File: src/rtl/mestre_memoria_dados.sv
// -----------------------------------------------------------------------------
// mestre_memoria_dados
//
// Initiator-side controller for the 16x16 synchronous data memory
// (memoria_dados). It turns single commands into memory pin activity and hides
// the memory's one-cycle registered read latency behind a start/busy/done
// handshake. Commands: LOAD, STORE, block FILL and block COPY.
//
// Ports
//   Clock, Reset        rising-edge clock, synchronous active-high reset
//   start               command strobe, accepted only while busy = 0
//   op                  00 LOAD, 01 STORE, 10 COPY, 11 FILL
//   addr                LOAD/STORE address, COPY source base, FILL base
//   addr2               COPY destination base
//   len                 word count minus one for COPY and FILL
//   wdata               STORE data and FILL value
//   busy, done          handshake: busy from acceptance to done, done one pulse
//   rdata               last word read (LOAD or COPY), held otherwise
//   mem_wren, mem_address, mem_din   drive the memory's wren/Address/Din
//   mem_q               memory's registered Q output
//
// All outputs are registered. mem_wren is always low on the edge where the
// FSM samples mem_q, so the memory's write-through Q never corrupts a read.
// -----------------------------------------------------------------------------
module mestre_memoria_dados (
  input  logic        Clock,
  input  logic        Reset,
  input  logic        start,
  input  logic [1:0]  op,
  input  logic [3:0]  addr,
  input  logic [3:0]  addr2,
  input  logic [3:0]  len,
  input  logic [15:0] wdata,
  output logic        busy,
  output logic        done,
  output logic [15:0] rdata,
  output logic        mem_wren,
  output logic [3:0]  mem_address,
  output logic [15:0] mem_din,
  input  logic [15:0] mem_q
);

  typedef enum logic [1:0] {
    OP_LOAD  = 2'b00,
    OP_STORE = 2'b01,
    OP_COPY  = 2'b10,
    OP_FILL  = 2'b11
  } op_t;

  typedef enum logic [2:0] {
    IDLE, LD_WAIT, LD_CAP, ST_WR, FILL_WR, CP_RD, CP_CAP, CP_WR
  } state_t;

  state_t      state, state_nx;
  logic [3:0]  cnt, cnt_nx;
  logic [3:0]  src, src_nx;
  logic [3:0]  dst, dst_nx;
  logic        busy_nx, done_nx, wren_nx;
  logic [15:0] rdata_nx, din_nx;
  logic [3:0]  address_nx;

  // Next-state and next-output logic. The command fields are captured
  // directly into the address/data/pointer registers at acceptance, so no
  // separate copy of op/addr/wdata is kept.
  always_comb begin
    // NOTE: every signal gets a default first so no path leaves one
    // unassigned; otherwise synthesis infers a latch.
    state_nx   = state;
    cnt_nx     = cnt;
    src_nx     = src;
    dst_nx     = dst;
    busy_nx    = busy;
    done_nx    = 1'b0;
    wren_nx    = mem_wren;
    rdata_nx   = rdata;
    din_nx     = mem_din;
    address_nx = mem_address;

    unique case (state)
      IDLE: begin
        if (start) begin
          busy_nx    = 1'b1;
          address_nx = addr;
          unique case (op_t'(op))
            OP_LOAD: begin
              wren_nx  = 1'b0;
              state_nx = LD_WAIT;
            end
            OP_STORE: begin
              wren_nx  = 1'b1;
              din_nx   = wdata;
              state_nx = ST_WR;
            end
            OP_FILL: begin
              wren_nx  = 1'b1;
              din_nx   = wdata;
              cnt_nx   = len;
              state_nx = FILL_WR;
            end
            OP_COPY: begin
              wren_nx  = 1'b0;
              src_nx   = addr;
              dst_nx   = addr2;
              cnt_nx   = len;
              state_nx = CP_RD;
            end
          endcase
        end
      end

      // Memory registers Q on this edge.
      LD_WAIT: state_nx = LD_CAP;

      LD_CAP: begin
        rdata_nx = mem_q;
        done_nx  = 1'b1;
        busy_nx  = 1'b0;
        state_nx = IDLE;
      end

      ST_WR: begin
        wren_nx  = 1'b0;
        done_nx  = 1'b1;
        busy_nx  = 1'b0;
        state_nx = IDLE;
      end

      // The memory writes the current word on every edge spent here.
      FILL_WR: begin
        if (cnt == 4'd0) begin
          wren_nx  = 1'b0;
          done_nx  = 1'b1;
          busy_nx  = 1'b0;
          state_nx = IDLE;
        end else begin
          address_nx = mem_address + 4'd1;
          cnt_nx     = cnt - 4'd1;
        end
      end

      CP_RD: state_nx = CP_CAP;

      // mem_q holds the source word; turn it around as the write data.
      CP_CAP: begin
        wren_nx    = 1'b1;
        address_nx = dst;
        din_nx     = mem_q;
        rdata_nx   = mem_q;
        state_nx   = CP_WR;
      end

      // Write completes here before the next source read starts, which
      // gives strict ascending semantics for overlapping regions.
      CP_WR: begin
        wren_nx = 1'b0;
        if (cnt == 4'd0) begin
          done_nx  = 1'b1;
          busy_nx  = 1'b0;
          state_nx = IDLE;
        end else begin
          src_nx     = src + 4'd1;
          dst_nx     = dst + 4'd1;
          cnt_nx     = cnt - 4'd1;
          address_nx = src + 4'd1;
          state_nx   = CP_RD;
        end
      end

      default: state_nx = IDLE;
    endcase
  end

  // Reset has priority over any command on the same edge.
  always_ff @(posedge Clock) begin
    // NOTE: sequential state uses non-blocking assignments so every register
    // samples pre-edge values regardless of statement order.
    if (Reset) begin
      state       <= IDLE;
      cnt         <= '0;
      src         <= '0;
      dst         <= '0;
      busy        <= 1'b0;
      done        <= 1'b0;
      rdata       <= '0;
      mem_wren    <= 1'b0;
      mem_address <= '0;
      mem_din     <= '0;
    end else begin
      state       <= state_nx;
      cnt         <= cnt_nx;
      src         <= src_nx;
      dst         <= dst_nx;
      busy        <= busy_nx;
      done        <= done_nx;
      rdata       <= rdata_nx;
      mem_wren    <= wren_nx;
      mem_address <= address_nx;
      mem_din     <= din_nx;
    end
  end

endmodule
File: config.mk
export PLATFORM = sky130hd
export DESIGN_NAME = mestre_memoria_dados
export DESIGN_NICKNAME = d
export VERILOG_FILES = /design/src/rtl/mestre_memoria_dados.sv
export SDC_FILE = /design/constraint.sdc
export NUM_CORES = 1
export LEC_CHECK = 0
export CAP_MARGIN = 15
export CORE_ASPECT_RATIO = 0.7
export CORE_MARGIN = 5
export CORE_UTILIZATION = 47
export CTS_BUF_LIST = sky130_fd_sc_hd__clkbuf_16
export CTS_CLUSTER_SIZE = 20
export DETAILED_ROUTE_END_ITERATION = 8
export GPL_TIMING_DRIVEN = 0
export PLACE_DENSITY_LB_ADDON = 0.12
export SLEW_MARGIN = 30
export SYNTH_ARGS = -nofsm -noshare
export SYNTH_HDL_FRONTEND = slang
export SYNTH_SLANG_ARGS = --single-unit
File: constraint.sdc
create_clock -name Clock -period 2.4 [get_ports Clock]
set_input_delay 0.48 -clock Clock [delete_from_list [all_inputs] [get_ports Clock]]
set_output_delay 0.48 -clock Clock [all_outputs]
set_load 0.01 [all_outputs]
==> results of run 1 <==
[per-stage QoR]
| step | hold slack, ns | total power, mW |
|---|---|---|
| final | 0.4553 | 2.539 |
| after global routing | 0.4753 | 2.655 |
| after CTS | 0.4573 | 2.539 |
| after detailed placement | 0.4479 | 1.829 |
| after global placement | 0.4417 | 1.815 |
| after floorplan | 0.4650 | 1.492 |
[routing by layer]
metal | vias to the layer above | global-route usage | wire, um
met5 | - | 0 | 0
met3 | 14 | 0.03981 | 790
li1 | 1446 | - | -
met4 | 0 | 0.06114 | 119
met2 | 137 | 0.3391 | 3827
met1 | 1404 | 0.3581 | 4209
[cells in the final DEF, fill, tap and decap left out, types with 3 or more instances in the layout]
master,n
a211oi_1,3
a21oi_1,32
a311oi_1,18
a32oi_1,4
and2_1,5
buf_2,13
buf_4,4
clkbuf_1,8
clkbuf_16,5
clkdlybuf4s50_1,87
dfxtp_1,54
ha_1,4
inv_1,6
mux2i_1,5
nand2_1,57
nand2b_1,7
nand3_1,21
nand4b_1,4
nor2_1,28
nor2b_1,7
nor3_1,3
nor3b_1,4
o21ai_0,16
[logic make-up (layout without fill, tap and decap cells)]
| group | count (synthesis) | count (layout) | synth area share |
|---|---|---|---|
| xor+xnor | 4 | 4 | 0.01248 |
| flops | 54 | 54 | 0.3850 |
| fa+ha+maj | 4 | 4 | 0.01783 |
| simple gates | 149 | 149 | 0.2652 |
| buf+inv | 33 | 127 | 0.06060 |
| mux | 5 | 5 | 0.01783 |
| compound gates | 98 | 98 | 0.2411 |
[worst min-delay path: cells and delay by family, from the launching register on]
kind / cells / cell delay [ns]
flip-flops: 1 / 0.31
AND/OR/NAND/NOR: 1 / 0.05
AO/OA/AOI/OAI: 1 / 0.05
[cells in the mapped netlist, types with 6 or more instances]
| master | instances |
|---|---|
| nor2b_1 | 7 |
| a21oi_1 | 32 |
| nor2_1 | 28 |
| nand3_1 | 21 |
| dfxtp_1 | 54 |
| a311oi_1 | 18 |
| buf_2 | 13 |
| inv_1 | 6 |
| nand2b_1 | 7 |
| nand2_1 | 57 |
| o21ai_0 | 16 |
| clkbuf_1 | 8 |
[path summary, 6_finish.rpt]
check / from / end / cells after the start
worst max-delay path: cnt[0] / src[2] / 7
worst min-delay path: rdata[8] / rdata[8] / 2
worst max register to register: cnt[0] / src[2] / 7
worst min register to register: rdata[8] / rdata[8] / 2
[final cells by class]
type,instances,share of cell area
sequential,54,0.2763
timing repair buffer,87,0.2226
inverter,6,0.005756
tap,75,0.02398
buffer,27,0.03774
multi-input combinational,260,0.3978
clock inverter,2,0.003838
clock buffer,5,0.03198
[power groups by stage]
| stage | Combinational, mW | Clock (mW) | Sequential (mW) |
|---|---|---|---|
| after floorplan | 0.400 | 0 | 1.09 |
| after global placement | 0.745 | 0 | 1.07 |
| after CTS | 0.763 | 0.723 | 1.05 |
| after detailed placement | 0.756 | 0 | 1.07 |
| after global routing | 0.838 | 0.752 | 1.06 |
| final | 0.770 | 0.714 | 1.06 |
[state kept, by name, indices dropped and copies added, names as in the netlist]
signal and flops:
src 4, mem_address 4, cnt 4, mem_din 16, done 1, rdata 16, state 3, busy 1
mem_wren 1, dst 4
==> summary.md, run 1 <==
| Metric | Value |
|---|---|
| DP Area | `3772 um^2` |
| Final core utilization | `0.6798` |
| Core ar. | `5756 um^2` |
| Final instance area | `3913 um^2` |
| Part of the power in combinational logic | `0.303` |
| Area of the multi-input gates | `1556 um^2` |
| Int Pwr | `1.742 mW` |
| CTS max path bufs | `2` |
| Post-Synthesis Cell Area | `2808 um^2` |
| Cts bufs inserted | `5` |
| Ports | `88` |
| # H-tree levels | `2` |
| Final HPWL DP | `6.742 mm` |
| Remaining antenna violation count | `0` |
| Clk sinks | `54` |
| Final #Nets | `494` |
| CP cell instances | `inv_1 > ha_1 > or3b_1 > buf_2 > a32oi_1 > o21ai_0 > a21oi_1` |
| Register area | `1081 um^2` |
| Post-CTS setup buffers | `0` |
| Worst Setup Start Kind | `flop` |
| Vias in the first global route | `2,747` |
| Status | `completed` |
| Placed Cells | `509` |
| Setup_tns | `0 ns` |
| WL/cell | `17.34 um` |
| Crit path largest cell delay | `0.43 ns` |
| Drt drc | `0` |
| Rows | `23` |
| Pin count of the biggest net entering global routing | `17` |
| Final critical-path required period | `1.985 ns` |
| Ys Warns | `0` |
| Net Sw Frac | `0.3141` |
| Fmax | `503.7 MHz` |
| Clock Tree Root | `clkbuf_16` |
| GRT Total Usage | `0.2336` |
| Critical-path maximum fanout | `7` |
| WL final | `8.947 mm` |
| Slew Limit Fails | `0` |
| Arr. time, crit path | `2.20 ns` |
| Via count | `3,001` |
| Max VDD drop | `431.7 uV` |
| Total grt overflow | `0` |
| Die X | `102.4 um` |
| Port buffer count | `87` |
| Avg Vias per Cell | `5.816` |
| Final setup skew | `0.009058 ns` |
| Power density over the cells | `649.0 nW/um^2` |
| Final Cycle Share | `0.8272` |
| Setup CP Type | `flop to flop` |
| Final Hold Viols | `0` |
| GPL Wtd Cong | `0.9316` |
| Worst path slowest cell | `a32oi_1` |
| P_leak | `1.420 nW` |
| Maxcap violations | `0` |
| Least-Margin Pin Slew | `0.5980 ns` |
| Sequential share of power | `0.416` |
| Syn nets | `400` |
| Drt pass-1 iters | `5` |
| Clock Power Share | `0.281` |
| Slew margin rel. | `0.6005` |
| Starting Density | `0.4878` |
| Post-synth top flop | `dfxtp_1` |
| Seq/Total Area, Yosys | `0.3850` |
| Layout cells sized above 1 | `0.08163` |
| Worst Setup Slack, final | `0.4147 ns` |
| Delay-heaviest family, CP | `compound AO/OA/AOI/OAI gates` |
| Initial DRC count | `325` |
| # diodes | `0` |
| Antenna violations before repair | `0` |
| Post-synth EDFFs | `0` |
| Synth area leaders | `dfxtp_1 (39%), nand2_1 (7.6%), a21oi_1 (5.7%)` |
| Seq cells post-synth | `54` |
| Resized Gates After CTS | `0` |
| Die ar. | `7644 um^2` |
| Flop2flop setup slack | `0.41 ns` |
| Reg clk slew, reported paths | `0.07 ns` |
| Async S/R FF share, synth | `0` |
| First-pass GRT wire length | `13.88 mm` |
| Net switching power | `797.5 uW` |
| Hold Path Class | `flop to flop` |
| Dpl ws | `0.2215 ns` |
| Share of the synthesized area in the top cell type | `0.3850` |
| Worst skew pair latency | `0.29 ns` |
| Die Y | `74.67 um` |
| Worst setup EP type | `flop` |
| Syn_area_per_cell | `8.091 um^2` |
| Final setup viols | `0` |
| RSZ-0062 raised after global routing | `false` |
| Post-synth top area cell | `dfxtp_1` |
| Layout Area Growth over Synthesis | `39.35%` |
| CTS tree | `yes` |
| Hold buffer count at CTS | `0` |
| WP data required | `2.62 ns` |
| Non-Filler Instances | `516` |
| Count of different cell masters after synthesis | `53` |
| Crit path buf inv count | `2` |
| Syn Inst Count | `347` |
| Fill count | `481` |
Note: power is estimated with default switching activity, not from simulation.
==> run 2: changes to the inputs <==
--- a/config.mk
+++ b/config.mk
@@ -8,7 +8,7 @@
 export CAP_MARGIN = 15
 export CORE_ASPECT_RATIO = 0.7
 export CORE_MARGIN = 5
-export CORE_UTILIZATION = 47
+export CORE_UTILIZATION = 42
 export CTS_BUF_LIST = sky130_fd_sc_hd__clkbuf_16
 export CTS_CLUSTER_SIZE = 20
 export DETAILED_ROUTE_END_ITERATION = 8
==> constraint.sdc (replaced) <==
create_clock -name Clock -period 1.7 [get_ports Clock]
set_input_delay 0.34 -clock Clock [delete_from_list [all_inputs] [get_ports Clock]]
set_output_delay 0.34 -clock Clock [all_outputs]
set_load 0.01 [all_outputs]
==> run 2 against run 1 <==
- the run now ends with negative setup slack left
- setup slack lost 0.51 ns
- cell area is 5.1% higher
- clock skew shrank 0.0055 ns
- first-iteration DRC count decreased by 20%
- total power increased by 48%
- worst hold slack better by 0.00079 ns
- flip-flop and latch count unchanged
- critical path depth did not move
- critical path type unchanged
- largest cell class unchanged
==> summary.md, run 2 (synthesis results as in run 1) <==
| Metric | Value |
|---|---|
| CTS tree | `yes (unchanged)` |
| Hold EP | `rdata[10] (was rdata[8])` |
| Final Hold Viols | `0 (unchanged)` |
| Arr. time, crit path | `2.00 ns (was 2.20 ns)` |
| Final #Nets | `501 (was 494)` |
| Placed Cells | `525 (was 509)` |
| Hold Path Class | `flop to flop (unchanged)` |
| Pin count of the biggest net entering global routing | `18 (was 17)` |
| Final critical-path required period | `1.797 ns (was 1.985 ns)` |
| WP data required | `1.90 ns (was 2.62 ns)` |
| Core ar. | `6366 um^2 (was 5756 um^2)` |
| Layout Area Growth over Synthesis | `46.48% (was 39.35%)` |
| Drt pass-1 iters | `5 (unchanged)` |
| FF-to-FF Start | `cnt[0] (unchanged)` |
| WL final | `9.503 mm (was 8.947 mm)` |
| First-pass GRT wire length | `14.79 mm (was 13.88 mm)` |
| Worst Setup Start Kind | `flop (unchanged)` |
| P_leak | `1.519 nW (was 1.420 nW)` |
| Critical-path maximum fanout | `7 (unchanged)` |
| DP Area | `3815 um^2 (was 3772 um^2)` |
| # diodes | `0 (unchanged)` |
| Final setup viols | `13 (was 0)` |
| Starting Density | `0.4410 (was 0.4878)` |
| Slew margin rel. | `0.5415 (was 0.6005)` |
| Rows | `24 (was 23)` |
| R2R depth | `7 (unchanged)` |
| GPL Wtd Cong | `0.9261 (was 0.9316)` |
| CTS max path bufs | `2 (unchanged)` |
| Antenna violations before repair | `0 (unchanged)` |
| Remaining antenna violation count | `0 (unchanged)` |
| Maxcap violations | `0 (unchanged)` |
| Die Y | `78.41 um (was 74.67 um)` |
| Clock Tree Root | `clkbuf_16 (unchanged)` |
| Setup CP Type | `flop to flop (unchanged)` |
| # H-tree levels | `2 (unchanged)` |
| Worst Setup Slack, final | `-0.09710 ns (was 0.4147 ns)` |
| Worst skew pair latency | `0.29 ns (about the same)` |
| Cts bufs inserted | `5 (unchanged)` |
| GRT Total Usage | `0.2189 (was 0.2336)` |
| Total grt overflow | `0 (unchanged)` |
| Slew Limit Fails | `0 (unchanged)` |
| Ports | `88 (unchanged)` |
| Worst setup EP type | `flop (unchanged)` |
| Non-Filler Instances | `540 (was 516)` |
| Commonest non-fill, non-tap cells in the layout | `clkdlybuf4s50_1 (86), nand2_1 (55), dfxtp_1 (49) (was clkdlybuf4s50_1 (87), nand2_1 (57), dfxtp_1 (54))` |
| Initial DRC count | `259 (was 325)` |
| Setup_tns | `-0.7243 ns (was 0 ns)` |
| RSZ-0062 raised after global routing | `true (was false)` |
| Biggest regs | `mem_din x16, rdata x16 (unchanged)` |
| Layout cells sized above 1 | `0.1514 (was 0.08163)` |
| Hold depth | `2 (unchanged)` |
| Least-Margin Pin Slew | `0.6878 ns (was 0.5980 ns)` |
| Clk sinks | `54 (unchanged)` |
| Final setup skew | `0.003546 ns (was 0.009058 ns)` |
| Fmax | `556.5 MHz (was 503.7 MHz)` |
| Drt drc | `0 (unchanged)` |
| RR Endpoint | `src[0] (was src[2])` |
| Worst hold start | `rdata[10] (was rdata[8])` |
| Max VDD drop | `543.0 uV (was 431.7 uV)` |
| WL/cell | `17.60 um (was 17.34 um)` |
| Final HPWL DP | `6.845 mm (was 6.742 mm)` |
| Status | `finished with violations (was completed)` |
| Reg clk slew, reported paths | `0.07 ns (about the same)` |
| Most common cell after layout, fill and taps aside | `clkdlybuf4s50_1 (unchanged)` |
| Final Cycle Share | `1.057 (was 0.8272)` |
| Die ar. | `8446 um^2 (was 7644 um^2)` |
| Power density over the cells | `911.8 nW/um^2 (was 649.0 nW/um^2)` |
| Final instance area | `4113 um^2 (was 3913 um^2)` |
| Flop2flop setup slack | `-0.1 ns (was 0.41 ns)` |
| Die X | `107.7 um (was 102.4 um)` |
| Port buffer count | `87 (unchanged)` |
| Vias in the first global route | `2,864 (was 2,747)` |
| Via count | `3,027 (was 3,001)` |
| Failing checks | `negative setup slack` |
| Avg Vias per Cell | `5.606 (was 5.816)` |
run 2: cell count changes in the layout (fill, tap and decap cells not counted), sizes merged:
cell	delta
dlymetal6s2s	+1
buf	+4
clkbuf	+3
inv	+1
clkinvlp	-1
clkinv	+1
clkdlybuf4s50	-1
run 2: worst max-delay path by stage:
stage	startpoint	endpoint	slack, ns	cells past startpoint
3_3_place_gp	Reset	busy	-0.32	4
4_1_cts	cnt[0]	src[0]	-0.12	7
2_1_floorplan	cnt[1]	dst[0]	0.02	7
6_report	cnt[0]	src[0]	-0.1	7
5_1_grt	cnt[0]	src[0]	-0.16	7
3_5_place_dp	Reset	busy	-0.33	4
run 2: area by class of cell:
| class | instances | area (um^2) |
|---|---|---|
| clock buffers | 5 | 125.1 |
| repair buffers | 94 | 925.9 |
| plain buffers | 27 | 168.9 |
| flip-flops and latches | 54 | 1090 |
| inverters | 6 | 22.52 |
| multi-input cells | 260 | 1647 |
| fillers | 572 | 2253 |
| well taps | 91 | 113.9 |
| clock inverters | 3 | 20.02 |
run 2: layer usage:
metal | global-route usage | up-vias | routed length, um
li1 | - | 1459 | -
met1 | 0.3103 | 1418 | 4274
met2 | 0.3319 | 141 | 4294
met3 | 0.05820 | 9 | 840
met4 | 0.05296 | 0 | 93
met5 | 0 | - | 0
run 2: per-stage QoR:
| stage | util | power, mW | hold slack (ns) | setup WS, ns |
|---|---|---|---|---|
| after global placement | 0.5993 | 2.604 | 0.4421 | -0.3155 |
| final | 0.6460 | 3.750 | 0.4561 | -0.09710 |
| after global routing | 0.6460 | 3.924 | 0.4709 | -0.1587 |
| after CTS | 0.6327 | 3.693 | 0.4561 | -0.1247 |
| after floorplan | - | 2.128 | 0.4650 | 0.01946 |
| after detailed placement | 0.5993 | 2.629 | 0.4460 | -0.3322 |
run 2: timing repair:
item,4_1_cts,5_1_grt
pin swaps,4,7
setup endpoints to repair,25,48
gates resized for setup,6,30
hold buffers,0,0
endpoints found under the hold margin,0,0
buffers inserted,5,1
cloned,1,0
run 2: critical path: stages, from the launching register on:
cell,delay (ns)
dfxtp_2,0.33
inv_2,0.06
ha_4,0.13
or3b_1,0.35
buf_6,0.15
a32o_2,0.31
buf_6,0.15
a311oi_2,0.23
run 2: where the power goes:
group	switching (mW)	internal, mW	total (mW)	leakage (nW)
registers	0.0996	1.39	1.49	0.443
clock network	0.492	0.548	1.04	0.0679
logic	0.620	0.598	1.22	1.01
==> run 3: changes to the inputs <==
==> constraint.sdc (replaced) <==
create_clock -name Clock -period 1.5 [get_ports Clock]
set_input_delay 0.3 -clock Clock [delete_from_list [all_inputs] [get_ports Clock]]
set_output_delay 0.3 -clock Clock [all_outputs]
set_load 0.01 [all_outputs]
==> run 3 against run 2 <==
- the run still ends with negative setup slack left
- final cell count up 2.6%
- cell area up 8.5%
- clock power up 9.6%
- via count up 2.9%
- largest cell class unchanged
==> summary.md, run 3 (synthesis results as in run 1) <==
| Metric | Value |
|---|---|
| Status | `finished with violations (unchanged)` |
| Failing checks | `negative setup slack (unchanged)` |
| Drt drc | `0 (unchanged)` |
| Clk sinks | `54 (unchanged)` |
| Crit path buf inv count | `4 (was 3)` |
| GRT Total Usage | `0.2246 (was 0.2189)` |
| Final #Nets | `516 (was 501)` |
| Final HPWL DP | `6.899 mm (was 6.845 mm)` |
| DP Area | `3816 um^2 (was 3815 um^2)` |
| Rows | `24 (unchanged)` |
| Power density over the cells | `994.3 nW/um^2 (was 911.8 nW/um^2)` |
| Area of the multi-input gates | `1770 um^2 (was 1647 um^2)` |
| Drt pass-1 iters | `6 (was 5)` |
| Least-Margin Pin Slew | `0.6680 ns (was 0.6878 ns)` |
| Worst Setup Slack, final | `-0.2672 ns (was -0.09710 ns)` |
| Worst skew pair latency | `0.29 ns (about the same)` |
| Final Hold Viols | `0 (unchanged)` |
| Slew margin rel. | `0.5547 (was 0.5415)` |
| Hold buffer count at CTS | `0 (unchanged)` |
| Cts bufs inserted | `5 (unchanged)` |
| Maxcap violations | `0 (unchanged)` |
| Delay-heaviest family, CP | `buffers and inverters (was compound AO/OA/AOI/OAI gates)` |
| Die X | `107.7 um (unchanged)` |
| P_leak | `2.108 nW (was 1.519 nW)` |
| Pin count of the biggest net entering global routing | `16 (was 18)` |
| Reg clk slew, reported paths | `0.07 ns (about the same)` |
| Vias in the first global route | `2,958 (was 2,864)` |
| Final setup viols | `21 (was 13)` |
| Via count | `3,114 (was 3,027)` |
| Initial DRC count | `174 (was 259)` |
| Die Y | `78.41 um (unchanged)` |
| # H-tree levels | `2 (unchanged)` |
| Most common cell after layout, fill and taps aside | `nand2_1 (was clkdlybuf4s50_1)` |
| GPL Wtd Cong | `0.9318 (was 0.9261)` |
| WP data required | `1.65 ns (was 1.90 ns)` |
| WL final | `10.14 mm (was 9.503 mm)` |
| Final critical-path required period | `1.767 ns (was 1.797 ns)` |
| Setup_tns | `-3.865 ns (was -0.7243 ns)` |
| Dpl ws | `-0.4999 ns (was -0.3322 ns)` |
| Flop2flop setup slack | `-0.27 ns (was -0.1 ns)` |
| Layout Area Growth over Synthesis | `58.91% (was 46.48%)` |
| Critical-path maximum fanout | `5 (was 7)` |
| Starting Density | `0.4410 (unchanged)` |
| Biggest regs | `mem_din x16, rdata x16 (unchanged)` |
| Hold Path Class | `flop to flop (unchanged)` |
| CP cell instances | `inv_2 > ha_4 > or3b_1 > buf_6 > buf_4 > a32oi_4 > buf_4 > o32ai_1 (was inv_2 > ha_4 > or3b_1 > buf_6 > a32o_2 > buf_6 > a311oi_2)` |
| Antenna violations before repair | `0 (unchanged)` |
| Ports | `88 (unchanged)` |
| CTS tree | `yes (unchanged)` |
| Slew Limit Fails | `0 (unchanged)` |
| Avg Vias per Cell | `5.621 (was 5.606)` |
| # diodes | `0 (unchanged)` |
| Die ar. | `8446 um^2 (unchanged)` |
| Final instance area | `4462 um^2 (was 4113 um^2)` |
| Setup CP Type | `flop to flop (unchanged)` |
| Non-Filler Instances | `554 (was 540)` |
| Commonest non-fill, non-tap cells in the layout | `nand2_1 (55), clkdlybuf4s50_1 (54), dfxtp_1 (48) (was clkdlybuf4s50_1 (86), nand2_1 (55), dfxtp_1 (49))` |
| Worst setup EP type | `flop (unchanged)` |
| Arr. time, crit path | `1.92 ns (was 2.00 ns)` |
| Max VDD drop | `574.8 uV (was 543.0 uV)` |
| RSZ-0062 raised after global routing | `true (unchanged)` |
| Final setup skew | `0.004355 ns (was 0.003546 ns)` |
| Remaining antenna violation count | `0 (unchanged)` |
| Worst Setup Start Kind | `flop (unchanged)` |
| Placed Cells | `525 (unchanged)` |
| Fill count | `524 (was 572)` |
| Total grt overflow | `0 (unchanged)` |
| WL/cell | `18.30 um (was 17.60 um)` |
| Core ar. | `6366 um^2 (unchanged)` |
| Final Cycle Share | `1.178 (was 1.057)` |
| Clock Tree Root | `clkbuf_16 (unchanged)` |
| Port buffer count | `87 (unchanged)` |
| Worst path slowest cell | `or3b_1 (unchanged)` |
| Fmax | `565.9 MHz (was 556.5 MHz)` |
| Layout cells sized above 1 | `0.2225 (was 0.1514)` |
| Crit path largest cell delay | `0.35 ns (about the same)` |
| Most used cell, CP | `buf_4 (was buf_6)` |
| CTS max path bufs | `2 (unchanged)` |
| Register area | `1094 um^2 (was 1090 um^2)` |
| First-pass GRT wire length | `15.11 mm (was 14.79 mm)` |
==> run 3: changes by cell type in the layout (fill, tap and decap cells not counted), moves of 3 or more <==
cell / change
dlymetal6s2s_1: +23
o21ai_1: +3
clkdlybuf4s50_1: -32
buf_6: +9
dlygate4sd2_1: +9
buf_4: +10
o21ai_0: -5
clkbuf_1: -3
buf_2: -3
==> run 3: through the flow <==
stage	hold slack (ns)	utilization	power [mW]
CTS	0.4609	0.6517	4.226
floorplan	0.4360	-	2.414
finish	0.4573	0.7009	4.436
global placement	0.4425	0.5995	2.957
detailed placement	0.4494	0.5995	2.974
global route	0.4743	0.7009	4.642
==> run 3: routing by layer <==
layer  up-vias  share of wire  global-route usage
li1       1488              -                   -
met1      1496           0.44              0.3178
met2       117           0.47              0.3474
met3        13          0.077             0.04918
met4         0          0.010             0.05801
met5         -              0                   0
==> run 3: cell type report <==
| class | instances | area share |
|---|---|---|
| Clock inverter | 2 | 0.002243 |
| Tap cell | 91 | 0.02552 |
| Clock buffer | 5 | 0.02804 |
| Inverter | 6 | 0.005048 |
| Timing Repair Buffer | 110 | 0.2462 |
| Multi-Input combinational cell | 260 | 0.3968 |
| Buffer | 26 | 0.05104 |
| Sequential cell | 54 | 0.2451 |
==> run 3: worst paths after layout <==
check        startpoint         to  depth (start not counted)
min reg2reg   rdata[15]  rdata[15]                          2
max reg2reg      cnt[1]     cnt[2]                          8
min           rdata[15]  rdata[15]                          2
max              cnt[1]     cnt[2]                          8
==> run 3: report_power, final <==
| group | leakage (nW) | switching (mW) | internal [mW] |
|---|---|---|---|
| sequential | 0.444 | 0.115 | 1.58 |
| clock | 0.0694 | 0.534 | 0.605 |
| combinational | 1.59 | 0.798 | 0.804 |
==> run 3: worst register-to-register path: cells and delay by family, from the launching register on <==
kind	cells	cell delay (ns)
buffers and inverters	4	0.50
AND/OR/NAND/NOR	1	0.35
flip-flops	1	0.33
AO/OA/AOI/OAI	2	0.32
adder cells (fa/ha/maj)	1	0.13
==> run 3: repair_timing <==
action                     CTS  global route
setup endpoints to repair   60            75
gates resized for setup     48            73
pin swaps                   12            15
buffers inserted             8            12
cloned                       1             2
